File: config.mk
export PLATFORM = sky130hd
export DESIGN_NAME = mem_arbiter
export DESIGN_NICKNAME = d
export VERILOG_FILES = /design/src/rtl/mem_arbiter.sv
export SDC_FILE = /design/constraint.sdc
export NUM_CORES = 1
export LEC_CHECK = 0
export CORE_ASPECT_RATIO = 1.2
export CORE_UTILIZATION = 51
export DETAILED_ROUTE_END_ITERATION = 12
export PLACE_DENSITY = 0.89
export SKIP_CTS_REPAIR_TIMING = 1
export SLEW_MARGIN = 20
export SYNTH_ARGS = -nofsm -noshare
export SYNTH_HDL_FRONTEND = slang
export SYNTH_SLANG_ARGS = --single-unit
File: constraint.sdc
create_clock -name clk -period 5.8 [get_ports clk]
set_input_delay 0.87 -clock clk [delete_from_list [all_inputs] [get_ports clk]]
set_output_delay 0.87 -clock clk [all_outputs]
set_load 0.1 [all_outputs]
File: src/rtl/mem_arbiter.sv
// Two-port (fetch/data) arbiter onto a byte-wide synchronous memory.
// Ports: clk, rst_n; f_* fetch port; d_* data port; mem_* byte memory; busy.
module mem_arbiter #(
  parameter int MEM_BYTES = 1024,
  parameter int AW        = 10
) (
  input  logic          clk,
  input  logic          rst_n,
  input  logic          f_req,
  input  logic [63:0]   f_addr,
  output logic          f_done,
  output logic          f_err,
  output logic [63:0]   f_rdata,
  input  logic          d_req,
  input  logic          d_we,
  input  logic [63:0]   d_addr,
  input  logic [63:0]   d_wdata,
  output logic          d_done,
  output logic          d_err,
  output logic [63:0]   d_rdata,
  output logic          mem_en,
  output logic          mem_we,
  output logic [AW-1:0] mem_addr,
  output logic [7:0]    mem_wdata,
  input  logic [7:0]    mem_rdata,
  output logic          busy
);

  typedef enum logic [1:0] {
    IDLE,
    ACCESS,
    WAIT,
    DONE
  } state_e;

  state_e        state_q, state_d;
  logic [2:0]    cnt_q, cnt_d;
  logic          last_d_q, last_d_d;
  logic          gnt_d_q, gnt_d_d;
  logic          we_q, we_d;
  logic [AW-1:0] base_q, base_d;
  logic [63:0]   wdata_q, wdata_d;
  logic [63:0]   buf_q, buf_d;
  logic [63:0]   f_rdata_q, f_rdata_d;
  logic [63:0]   d_rdata_q, d_rdata_d;
  logic          f_err_q, f_err_d;
  logic          d_err_q, d_err_d;

  logic          pick_d;
  logic [63:0]   req_addr;
  logic [64:0]   end_addr;
  logic          oor;
  logic [2:0]    cap_idx;
  logic [63:0]   result;

  // Tie goes to the port not granted last; last_d_q=0 means fetch.
  assign pick_d   = d_req & (~f_req | ~last_d_q);
  assign req_addr = pick_d ? d_addr : f_addr;
  // 65-bit sum so addresses near 2^64 cannot wrap into range.
  assign end_addr = {1'b0, req_addr} + 65'd7;
  assign oor      = end_addr > (65'(MEM_BYTES) - 65'd1);
  assign cap_idx  = cnt_q - 3'd1;
  assign result   = we_q ? 64'd0 : {mem_rdata, buf_q[55:0]};

  always_comb begin
    state_d   = state_q;
    cnt_d     = cnt_q;
    last_d_d  = last_d_q;
    gnt_d_d   = gnt_d_q;
    we_d      = we_q;
    base_d    = base_q;
    wdata_d   = wdata_q;
    buf_d     = buf_q;
    f_rdata_d = f_rdata_q;
    d_rdata_d = d_rdata_q;
    f_err_d   = f_err_q;
    d_err_d   = d_err_q;
    unique case (state_q)
      IDLE: begin
        if (f_req || d_req) begin
          gnt_d_d  = pick_d;
          last_d_d = pick_d;
          we_d     = pick_d & d_we;
          base_d   = req_addr[AW-1:0];
          wdata_d  = pick_d ? d_wdata : 64'd0;
          cnt_d    = 3'd0;
          buf_d    = 64'd0;
          if (oor) begin
            state_d = DONE;
            if (pick_d) begin
              d_err_d   = 1'b1;
              d_rdata_d = 64'd0;
            end else begin
              f_err_d   = 1'b1;
              f_rdata_d = 64'd0;
            end
          end else begin
            state_d = ACCESS;
          end
        end
      end
      ACCESS: begin
        // Byte issued last cycle is on mem_rdata now.
        if (cnt_q != 3'd0) begin
          buf_d[{cap_idx, 3'b000} +: 8] = mem_rdata;
        end
        cnt_d = cnt_q + 3'd1;
        if (cnt_q == 3'd7) begin
          state_d = WAIT;
        end
      end
      WAIT: begin
        state_d = DONE;
        if (gnt_d_q) begin
          d_err_d   = 1'b0;
          d_rdata_d = result;
        end else begin
          f_err_d   = 1'b0;
          f_rdata_d = result;
        end
      end
      DONE: begin
        state_d = IDLE;
      end
      default: begin
        state_d = IDLE;
      end
    endcase
  end

  always_ff @(posedge clk or negedge rst_n) begin
    if (!rst_n) begin
      state_q   <= IDLE;
      cnt_q     <= 3'd0;
      last_d_q  <= 1'b0;
      gnt_d_q   <= 1'b0;
      we_q      <= 1'b0;
      base_q    <= '0;
      wdata_q   <= 64'd0;
      buf_q     <= 64'd0;
      f_rdata_q <= 64'd0;
      d_rdata_q <= 64'd0;
      f_err_q   <= 1'b0;
      d_err_q   <= 1'b0;
    end else begin
      state_q   <= state_d;
      cnt_q     <= cnt_d;
      last_d_q  <= last_d_d;
      gnt_d_q   <= gnt_d_d;
      we_q      <= we_d;
      base_q    <= base_d;
      wdata_q   <= wdata_d;
      buf_q     <= buf_d;
      f_rdata_q <= f_rdata_d;
      d_rdata_q <= d_rdata_d;
      f_err_q   <= f_err_d;
      d_err_q   <= d_err_d;
    end
  end

  assign busy      = state_q != IDLE;
  assign f_done    = (state_q == DONE) & ~gnt_d_q;
  assign d_done    = (state_q == DONE) & gnt_d_q;
  assign f_rdata   = f_rdata_q;
  assign d_rdata   = d_rdata_q;
  assign f_err     = f_err_q;
  assign d_err     = d_err_q;
  assign mem_en    = state_q == ACCESS;
  assign mem_we    = mem_en & we_q;
  assign mem_addr  = mem_en ? base_q + AW'(cnt_q) : '0;
  assign mem_wdata = mem_en ? wdata_q[{cnt_q, 3'b000} +: 8] : 8'd0;

endmodule

==> results of run 1 <==
-- worst paths after layout --
| check | endpoint | slack [ns] | start | cells after the start |
|---|---|---|---|---|
| max in group asynchronous | base_q[3] | 4.11 | rst_n | 3 |
| min in group clk | d_rdata[51] | 0.49 | d_rdata[51] | 1 |
| worst min register to register | d_rdata[51] | 0.49 | d_rdata[51] | 1 |
| worst max-delay path | d_rdata[63] | 0.52 | f_req | 14 |
| worst max register to register | d_rdata[63] | 0.73 | gnt_d_q | 13 |
| worst min-delay path | f_rdata[58] | 0.24 | rst_n | 1 |
-- metrics by stage --
step / total power, mW / worst slack [ns] / hold slack [ns]
3_5_place_dp: 6.35 / 0.0769 / 0.479
3_3_place_gp: 6.24 / 0.187 / 0.468
4_1_cts: 7.96 / 0.600 / 0.494
5_1_grt: 8.35 / 0.413 / 0.262
6_report: 7.99 / 0.519 / 0.244
2_1_floorplan: 5.15 / 0.114 / 0.441
-- critical path, stage by stage --
cell and delay [ns]:
clkdlybuf4s50_1 0.51, a21bo_2 0.33, buf_12 0.20, or4_1 0.55, a222oi_1 0.59, buf_4 0.33, nand3_1 0.15, nor3_1 0.26
xor2_1 0.29, a31oi_1 0.21, or4b_1 0.71, o21ai_4 0.26, buf_12 0.25, a32o_1 0.19
-- metal layers --
layer	vias up	track usage (%)	share of wire, %
met5	-	0	0
met4	0	15.5	4.8
met3	177	4.13	7.3
met2	887	59.7	49
met1	7480	44.6	39
li1	6547	-	-
-- where the power goes --
part | switching (mW) | internal [mW] | total (mW)
sequential | 0.280 | 2.23 | 2.51
combinational | 2.63 | 1.24 | 3.87
clock | 0.712 | 0.901 | 1.61
total | 3.62 | 4.37 | 7.99
-- layout make-up --
cell class,instances,area [um2],share of cell area [%]
Clock buffer,40,763,3.72
Clock inverter,3,32.5,0.159
Inverter,18,67.6,0.330
Multi-Input combinational cell,1107,8390,40.9
Sequential cell,267,6680,32.6
Tap cell,390,488,2.38
Timing Repair Buffer,411,4070,19.9
-- Yosys cell counts, drive strengths merged, types with 6 or more instances --
cell type	number	area (um2)
a31oi	17	106
nor3	33	165
nand3	52	265
and4	6	52.6
or4	9	67.6
dfrtp	267	6680
nor4b	12	105
mux2	13	146
a22o	138	1210
mux4	16	360
and2	13	81.3
a21boi	13	101
buf	51	317
clkbuf	69	259
nor4	16	100
ha	16	200
nor2	41	154
o211ai	11	82.6
xnor2	19	166
mux2i	57	571
inv	17	63.8
nand4	35	219
xor2	12	105
and3	19	119
a21oi	15	75.1
a21o	6	45.0
or3	24	150
nand2	107	402
nand2b	6	37.5
nor2b	133	832
a32o	130	1300
o21ai	36	188
-- logic make-up after synthesis --
| kind of cell | share of synthesized area, % |
|---|---|
| xor+xnor | 1.74 |
| fa+ha+maj | 1.41 |
| compound gates | 24.3 |
| buf+inv | 4.11 |
| simple gates | 18.9 |
| flops | 42.7 |
| mux | 6.88 |
-- sequential cells by signal (all words and copies together), names as in the netlist --
signal and count:
gnt_d_q 1, cnt_q 3, buf_q 56, f_rdata 64, d_err 1, state_q 2, base_q 10, f_err 1
d_rdata 64, wdata_q 64, we_q 1
==> results.md, run 1 <==
* Vias in the first global route at 15000
* Antenna violations before repair at 0
* Cell area after placement at 19700 um2
* First-pass GRT wire length at 86300 um
* Post-synth cell types at 85
* Share of layout cells above drive strength 1 at 8.18%
* Area growth syn-to-layout at 31.0%
* Placed instance count at 2192
* Worst-path fanout max at 41
* Most frequent cells in the layout: clkdlybuf4s50_1 (354), dfrtp_1 (266), a22o_1 (138)
* Leakage power total at 8.37 nW
* Clk slew on worst S/H paths at 0.06 ns
* Clk_skew at 0.0310 ns
* Core area at 29900 um2
* Max-Cap Viols at 0
* Gpl congestion at 1.00
* #FFs+latches synth at 267
* GR Util All Layers at 35.1%
* Port Buffer Count at 357
* Height of the chip at 194 um
* Iter 0 DRT Violations at 1716
* Syn. warnings at 0
* Finished Layout Cells at 2236
* Starting Density at 52.4%
* Number of buffers created by CTS at 26
* # IOs at 358
* Die area at 31400 um2
* Kind of end point of the critical path: flip-flop
* Nets at 2053
* Drt first pass iters at 8
* GRT Residual Overflow at 0
* WL/cell at 24.7 um
* Ys async rst share at 100%
* Post-DRT Antenna Nets at 0
* Sequential share of the synthesized area at 42.7%
* Antenna diodes at 0
* Outcome: complete, no violations
* CP Launch Type: input pin
* Achievable frequency at 0.189 GHz
* Post-Syn Area at 15600 um2
* Routed WL at 55200 um
* Vias per std cell at 6.75
* RSZ-0062 raised after global routing: no
* Commonest non-fill, non-tap cell in the layout: clkdlybuf4s50_1
* Critical path type: input pin to flip-flop
* CP arrival at 5.73 ns
* Mapped Avg Cell Area at 10.3 um2
* Ys flop type: dfrtp_1
* Post-route cell area at 20500 um2
* Setup tns final at 0 ns
* Maximum clock insertion buffer count at 3
* # H-tree levels at 1
* Final worst-path cycle share at 91.1%
* CTS sink count at 267
* Final setup fails at 0
* CTS tree: yes
* Routed vias at 15100
* DRC at 0
* Hold Vio Cnt, Final at 0
* Cells after synthesis at 1512
* Maximum VDD drop at 0.360 mV
* Die Wd at 162 um
* Minimum clock period at 5.28 ns
* Worst skew pair latency at 0.54 ns
* FP Rows at 69
* Post-synth EDFFs at 0
* Synth Net Count at 1734
* Final Max Slew Viols at 0
* Clock Root Buffer: clkbuf_16
* Tightest Hold Check Type: input pin to asynchronous set/reset pin
* Hpwl dp at 40700 um
* Pin count of the biggest net entering global routing at 145
* Worst EP required at 6.24 ns
* FILL cells at 2227
* Worst-margin pin slew at 1.13 ns
* P per Cell Area at 390 nW/um2
* Slew HR at 24.2%
* Post-Route Utilization at 68.6%
Note: power is estimated with default switching activity, not from simulation.
==> inputs of run 2 (changes only) <==
--- a/config.mk
+++ b/config.mk
@@ -7,6 +7,7 @@
 export LEC_CHECK = 0
 export CORE_ASPECT_RATIO = 1.2
 export CORE_UTILIZATION = 51
+export CTS_CLUSTER_SIZE = 40
 export DETAILED_ROUTE_END_ITERATION = 12
 export PLACE_DENSITY = 0.89
 export SKIP_CTS_REPAIR_TIMING = 1
==> results of run 2 <==
Same layout as run 1: the final DEF is identical, and so are final timing and power.
==> inputs of run 3 (changes only) <==
--- a/config.mk
+++ b/config.mk
@@ -9,9 +9,10 @@
 export CORE_UTILIZATION = 51
 export CTS_CLUSTER_SIZE = 40
 export DETAILED_ROUTE_END_ITERATION = 12
+export GPL_ROUTABILITY_DRIVEN = 1
 export PLACE_DENSITY = 0.89
 export SKIP_CTS_REPAIR_TIMING = 1
-export SLEW_MARGIN = 20
+export SLEW_MARGIN = 15
 export SYNTH_ARGS = -nofsm -noshare
 export SYNTH_HDL_FRONTEND = slang
 export SYNTH_SLANG_ARGS = --single-unit
==> results.md, run 3 (synthesized netlist as in run 1, its figures left out) <==
* Worst Path Buf+Inv at 4
* Maximum clock insertion buffer count at 3
* Commonest non-fill, non-tap cell in the layout: clkdlybuf4s50_1
* Vias per std cell at 6.72
* GRT Residual Overflow at 0
* Achievable frequency at 0.189 GHz
* CP Launch Type: input pin
* Critical path type: input pin to flip-flop
* Leakage power total at 8.36 nW
* Clk slew on worst S/H paths at 0.06 ns
* Tightest Hold Check Type: input pin to asynchronous set/reset pin
* Final setup fails at 0
* Height of the chip at 194 um
* Final worst-path cycle share at 91.4%
* CTS sink count at 267
* Vias in the first global route at 15000
* CTS tree: yes
* Setup tns final at 0 ns
* CP arrival at 5.75 ns
* DRC at 0
* Clock Root Buffer: clkbuf_16
* Pin count of the biggest net entering global routing at 145
* Number of buffers created by CTS at 26
* Crit path setup slack, layout at 0.497 ns
* Clk_skew at 0.0321 ns
* Worst skew pair latency at 0.54 ns
* Most frequent cells in the layout: clkdlybuf4s50_1 (354), dfrtp_1 (266), a22o_1 (138)
* FP Rows at 69
* Maximum VDD drop at 0.359 mV
* Crit-path max cell delay at 0.71 ns
* Nets at 2052
* Max-Cap Viols at 0
* Port Buffer Count at 357
* Routed WL at 55200 um
* Placed instance count at 2192
* P per Cell Area at 390 nW/um2
* # IOs at 358
* Post-DRT Antenna Nets at 0
* Crit-path most repeated cell: buf_12
* Cell area after placement at 19700 um2
* Hold Vio Cnt, Final at 0
* Share of layout cells above drive strength 1 at 8.13%
* GR Util All Layers at 35.1%
* Routed vias at 15000
* First-pass GRT wire length at 86300 um
* Area growth syn-to-layout at 30.8%
* Worst path cell trace: clkdlybuf4s50_1 > a21bo_2 > buf_12 > or4_1 > a222oi_1 > buf_4 > nand3_1 > nor3_1 > xor2_1 > a31oi_1 > or4b_1 > o21ai_4 > buf_12 > a32o_1
* Hpwl dp at 40700 um
* Worst-margin pin slew at 1.12 ns
* Post-route cell area at 20500 um2
* Area of the multi-input gates at 8390 um2
* Die Wd at 162 um
* Worst EP required at 6.24 ns
* Delay-heaviest family, CP: simple AND/OR/NAND/NOR gates
* RSZ-0062 raised after global routing: no
* Finished Layout Cells at 2236
* WL/cell at 24.7 um
* Worst-path fanout max at 41
* Slew HR at 24.9%
* Slowest CP cell: or4b_1
* Gpl congestion at 1.00
* Final Max Slew Viols at 0
* Die area at 31400 um2
* # H-tree levels at 1
* Setup WS pre-CTS at 0.0769 ns
* Starting Density at 52.4%
* Kind of end point of the critical path: flip-flop
* Antenna violations before repair at 0
* Outcome: complete, no violations
* Drt first pass iters at 7
* FILL cells at 2228
* Seq. cell area at 6680 um2
* Core area at 29900 um2
* Iter 0 DRT Violations at 1690
* Minimum clock period at 5.30 ns
-- run 3: per-layer routing --
layer  GRT usage [%]  vias to the layer above  part of all wire, %
met1            44.6                     7421                   38
met4            15.5                        0                  4.7
li1                -                     6542                    -
met3            4.13                      164                  7.5
met5               0                        -                    0
met2            59.7                      908                   49
-- run 3: path summary, 6_finish.rpt --
check                       startpoint     endpoint  slack (ns)  depth (start not counted)
max                              f_req  d_rdata[63]        0.50                         14
min in group clk           d_rdata[51]  d_rdata[51]        0.49                          1
min reg2reg                d_rdata[51]  d_rdata[51]        0.49                          1
max in group asynchronous        rst_n    base_q[3]        4.02                          2
min                              rst_n  f_rdata[60]        0.49                          1
max reg2reg                    gnt_d_q  d_rdata[63]        0.69                         13
-- run 3: layout make-up --
cell class	instances	area share (%)
Timing Repair Buffer	410	19.8
Inverter	18	0.330
Sequential cell	267	32.6
Antenna cell	1	0.0122
Multi-Input combinational cell	1107	41.0
Tap cell	390	2.38
Clock buffer	40	3.73
Clock inverter	3	0.159
-- run 3: worst reg2reg max path, delay by kind of cell (launching register included) --
family	cells	cell delay (ns)
buffers and inverters	3	0.77
AO/OA/AOI/OAI	5	1.67
flip-flops	1	0.57
AND/OR/NAND/NOR	4	1.69
XOR/XNOR	1	0.32
-- run 3: stage by stage --
step / total power, mW / hold slack (ns) / utilization (%)
floorplan: 5.15 / 0.441 / -
global placement: 6.24 / 0.468 / 65.9
detailed placement: 6.35 / 0.479 / 65.9
CTS: 7.96 / 0.494 / 68.5
global route: 8.34 / 0.508 / 68.5
finish: 7.98 / 0.488 / 68.5
-- run 3: report_power, final --
group / internal [mW] / leakage (nW) / total, mW / switching (mW)
clock network: 0.901 / 0.385 / 1.61 / 0.711
registers: 2.23 / 3.63 / 2.51 / 0.280
logic: 1.24 / 4.35 / 3.86 / 2.62
total: 4.37 / 8.36 / 7.98 / 3.61
